==> src/rtl/cla_multiword_add_ctrl.sv <==
// Multi-cycle wide adder/subtractor: steps one SLICE_W-bit slice per cycle, LSB slice first,
// chaining the slice carry through a register and publishing registered result flags.
module cla_multiword_add_ctrl #(
  parameter int unsigned SLICE_W    = 16,
  parameter int unsigned NUM_SLICES = 4,
  localparam int unsigned W         = SLICE_W * NUM_SLICES
) (
  input  logic         clk,
  input  logic         rst,
  input  logic         start,
  input  logic [W-1:0] a,
  input  logic [W-1:0] b,
  input  logic         c_in,
  input  logic         sub,
  output logic         busy,
  output logic         done,
  output logic [W-1:0] sum,
  output logic         c_out,
  output logic         ovf,
  output logic         zero
);

  localparam int unsigned IdxW = (NUM_SLICES > 1) ? $clog2(NUM_SLICES) : 1;

  typedef enum logic [0:0] {StIdle, StRun} state_e;

  state_e            state_q;
  logic [W-1:0]      op_a_q, op_b_q, acc_q, sum_q;
  logic [IdxW-1:0]   idx_q;
  logic              carry_q, done_q, c_out_q, ovf_q, zero_q;

  logic [SLICE_W-1:0] a_sl, b_sl;
  logic [SLICE_W:0]   slice_sum;
  logic [W-1:0]       acc_d;
  logic               msb_cin, last_slice;

  always_comb begin
    a_sl       = op_a_q[idx_q*SLICE_W +: SLICE_W];
    b_sl       = op_b_q[idx_q*SLICE_W +: SLICE_W];
    slice_sum  = {1'b0, a_sl} + {1'b0, b_sl} + {{SLICE_W{1'b0}}, carry_q};
    // Carry into the word MSB, recovered from the MSB sum bit of the final slice.
    msb_cin    = a_sl[SLICE_W-1] ^ b_sl[SLICE_W-1] ^ slice_sum[SLICE_W-1];
    last_slice = (idx_q == IdxW'(NUM_SLICES - 1));
    acc_d      = acc_q;
    acc_d[idx_q*SLICE_W +: SLICE_W] = slice_sum[SLICE_W-1:0];
  end

  always_ff @(posedge clk) begin
    if (rst) begin
      state_q <= StIdle;
      op_a_q  <= '0;
      op_b_q  <= '0;
      acc_q   <= '0;
      idx_q   <= '0;
      carry_q <= 1'b0;
      sum_q   <= '0;
      done_q  <= 1'b0;
      c_out_q <= 1'b0;
      ovf_q   <= 1'b0;
      zero_q  <= 1'b0;
    end else begin
      done_q <= 1'b0;
      case (state_q)
        StIdle: begin
          if (start) begin
            op_a_q  <= a;
            op_b_q  <= sub ? ~b : b;
            carry_q <= sub | c_in;
            idx_q   <= '0;
            state_q <= StRun;
          end
        end
        StRun: begin
          acc_q   <= acc_d;
          carry_q <= slice_sum[SLICE_W];
          idx_q   <= idx_q + IdxW'(1);
          if (last_slice) begin
            sum_q   <= acc_d;
            c_out_q <= slice_sum[SLICE_W];
            ovf_q   <= msb_cin ^ slice_sum[SLICE_W];
            zero_q  <= (acc_d == '0);
            done_q  <= 1'b1;
            idx_q   <= '0;
            state_q <= StIdle;
          end
        end
        default: state_q <= StIdle;
      endcase
    end
  end

  assign busy  = (state_q == StRun);
  assign done  = done_q;
  assign sum   = sum_q;
  assign c_out = c_out_q;
  assign ovf   = ovf_q;
  assign zero  = zero_q;

endmodule

==> config.mk <==
export PLATFORM = sky130hd
export DESIGN_NAME = cla_multiword_add_ctrl
export DESIGN_NICKNAME = d
export VERILOG_FILES = /design/src/rtl/cla_multiword_add_ctrl.sv
export SDC_FILE = /design/constraint.sdc
export NUM_CORES = 1
export LEC_CHECK = 0
export BUFFER_PORTS_ARGS = -buffer_cell sky130_fd_sc_hd__buf_4
export CAP_MARGIN = 20
export CORE_UTILIZATION = 50
export CTS_CLUSTER_DIAMETER = 60
export CTS_CLUSTER_SIZE = 16
export DETAILED_ROUTE_END_ITERATION = 10
export PLACE_DENSITY = 0.79
export SETUP_SLACK_MARGIN = 0.02
export SYNTH_ARGS = -nofsm -noshare
export SYNTH_HDL_FRONTEND = slang
export SYNTH_SLANG_ARGS = --single-unit
export TNS_END_PERCENT = 1
==> constraint.sdc <==
create_clock -name clk -period 5.2 [get_ports clk]
set_input_delay 0.52 -clock clk [delete_from_list [all_inputs] [get_ports clk]]
set_output_delay 0.52 -clock clk [all_outputs]
set_load 0.005 [all_outputs]
==> results.json <==
{
  "status": "completed",
  "cts_tree": "yes",
  "r2r_setup_slack_ns": 1.02,
  "grt_pass1_wl_um": 52600,
  "synth_warnings": 0,
  "synth_enable_flop_cells": 0,
  "die_y_um": 158,
  "wirelength_um": 33900,
  "cp-start-kind": "flip-flop",
  "final-max-slew-violation-count": 0,
  "skew_ns": 0.0173,
  "p_per_area_mw_per_mm2": 310,
  "synth_nets": 1521,
  "ctsResizeCount": 0,
  "nFillCells": 2050,
  "grt_overflow": 0,
  "async_flop_share_pct": 0,
  "critPathKind": "reg -> reg",
  "ys.flop_type": "dfxtp_1",
  "crit_chain": "mux4_2 -> fa_1 -> fa_1 -> a211oi_4 -> o21bai_1 -> a41oi_1 -> mux2i_1 -> and3_1 -> nor2_1 -> a21oi_1 -> o21ai_0",
  "post_cts_buffers": 0,
  "first_pass_iters": 5,
  "n_antenna_cell": 0,
  "min_period_ns": 4.18,
  "power.total_mw": 4.46,
  "path_common_cell": "fa_1",
  "grt_busiest_layer": "met2",
  "critPathTopFamily": "compound AO/OA/AOI/OAI gates",
  "cts_buffer_depth": 3,
  "cts_inserted_buffers": 21,
  "grtUsageMet1_pct": 37.0,
  "critPathMaxFanout": 16,
  "cts.sinks": 264,
  "areaGrowthSynthToFinish_pct": 18.7,
  "insertion_delay_ns": 0.51,
  "viasPerCell": 5.85,
  "cp_num_buf_inv": 0,
  "vias": 10600,
  "grt_max_degree": 108,
  "hold_path_class": "in -> reg",
  "io_pins": 202,
  "dpl.hpwl_um": 24600,
  "synth.area.top_cells": "dfxtp_1, a211oi_1, nand2_1",
  "track_usage_pct": 27.2,
  "ys_seq_elements": 264,
  "initial_core_util_pct": 51.3,
  "critical_path_arrival_ns": 4.55,
  "seqCellArea_mm2": 0.00529,
  "drv_cap": 0,
  "peakVddDrop_mv": 0.197,
  "dp_slack_ns": 1.10,
  "final_cell_mix": "dfxtp_1, buf_4, nand2_1, nor2_1, a211oi_1",
  "crit_path_max_incr_delay_ns": 0.57,
  "cts_hold_buf": 0,
  "core_region_area_mm2": 0.0236,
  "cp_slowest_cell": "mux4_2",
  "hold_viol_final": 0,
  "timing.final.crit_share_pct": 80.4,
  "avgSynthCellArea_um2": 8.87,
  "antenna_found_initial": 0,
  "final_common_cell": "dfxtp_1",
  "multi_input_area_mm2": 0.00634,
  "p_leak_nw": 5.44,
  "ant_nets": 0,
  "setup_viol": 0,
  "rows": 56,
  "endpoint_kind": "flip-flop",
  "grt_util_met2_pct": 43.3,
  "rsz0062_at_grt": "no",
  "syn_area_mm2": 0.0121,
  "place.gp.congestion": 0.972,
  "root_buffer": "clkbuf_16",
  "port_buffers": 201,
  "ys_types": 70,
  "cp.required_ns": 5.57,
  "clkTransAtPathRegs_ns": 0.07,
  "worst_slew_pin_slew_ns": 1.09,
  "synth_cells": 1365,
  "die_area_mm2": 0.0248,
  "drive_above_1_share_pct": 20.2,
  "avgRoutedWirePerCell_um": 18.7,
  "layout.nets": 1648,
  "drt_iter0_drc": 885,
  "die_w_um": 158,
  "grt_pass1_vias": 9696,
  "yosysTopAreaCellShare_pct": 43.7,
  "fmax_mhz": 239,
  "htree_num_levels": 1,
  "yosysSeqAreaShare_pct": 43.7,
  "use_met3_pct": 4.60,
  "yosysTopAreaCell": "dfxtp_1",
  "tns_ns": 0,
  "drc_errors": 0,
  "slew_headroom_pct": 26.5,
  "setup_slack_ns": 1.02
}
[synth_stat cells, types with 21 or more instances]
library cell    n
a22o_1         25
a21oi_1       100
nand2_1       197
a211oi_1      105
o21ai_0        64
nor2_1        158
clkbuf_1       90
mux4_2         32
ha_1           21
a22oi_1        35
dfxtp_1       264
xnor2_1        71
[worst register-to-register path, stage by stage, from the launching register on]
cell      delay [ns]
dfxtp_2         0.56
mux4_2          0.57
fa_1            0.43
fa_1            0.49
a211oi_4        0.41
o21bai_1        0.16
a41oi_1         0.35
mux2i_1         0.21
and3_1          0.46
nor2_1          0.11
a21oi_1         0.18
o21ai_0         0.13
[path summary, 6_finish.rpt]
check               endpoint  cells after the start  startpoint
setup / recovery     sum[44]                     11    idx_q[0]
hold / removal    op_a_q[39]                      3       a[39]
setup reg to reg     sum[44]                     11    idx_q[0]
hold reg to reg   op_a_q[49]                      2  op_a_q[49]
[metal layers]
layer / share of wire, % / up-vias
met3: 7.4 / 70
met4: 3.4 / 0
met1: 43 / 4955
li1: - / 5121
met5: 0 / -
met2: 46 / 467
[kinds of logic (layout without fill, tap and decap cells)]
| logic type | Yosys count | count (layout) | synth area share, % |
|---|---|---|---|
| compound gates | 397 | 397 | 22.2 |
| flops | 264 | 264 | 43.7 |
| fa+ha+maj | 23 | 23 | 2.50 |
| simple gates | 432 | 432 | 15.2 |
| xor+xnor | 74 | 74 | 5.42 |
| buf+inv | 134 | 264 | 4.28 |
| mux | 41 | 41 | 6.71 |
[layout make-up]
cell class,instances,area share [%]
clock buffers,22,3.75
clock inverters,4,0.253
inverters,18,0.470
multi-input cells,967,44.1
flip-flops and latches,264,36.8
well taps,319,2.78
repair buffers,220,11.8
[per-stage QoR]
step                      utilization (%)  cells  hold slack (ns)  cell area [um^2]
after floorplan                         -   1365            0.433             12100
after global placement               58.2   1786            0.437             13700
after detailed placement             58.3   1787            0.444             13800
after CTS                            60.8   1813            0.239             14300
after global routing                 60.8   1814            0.244             14400
final                                60.8   1814            0.255             14400
[registers in the layout, summed over array words and instances (netlist names)]
| name | count |
|---|---|
| sum | 64 |
| busy | 1 |
| op_b_q | 64 |
| zero | 1 |
| acc_q | 64 |
| op_a_q | 64 |
| carry_q | 1 |
| ovf | 1 |
| idx_q | 2 |
| c_out | 1 |
| done | 1 |
[power breakdown]
group	switching, mW	internal [mW]	leakage (nW)	total, mW
clock	0.713	0.746	0.281	1.46
sequential	0.0637	2.12	2.16	2.18
combinational	0.482	0.333	3.00	0.815
total	1.26	3.20	5.44	4.46
(Power assumes the default switching activity.)
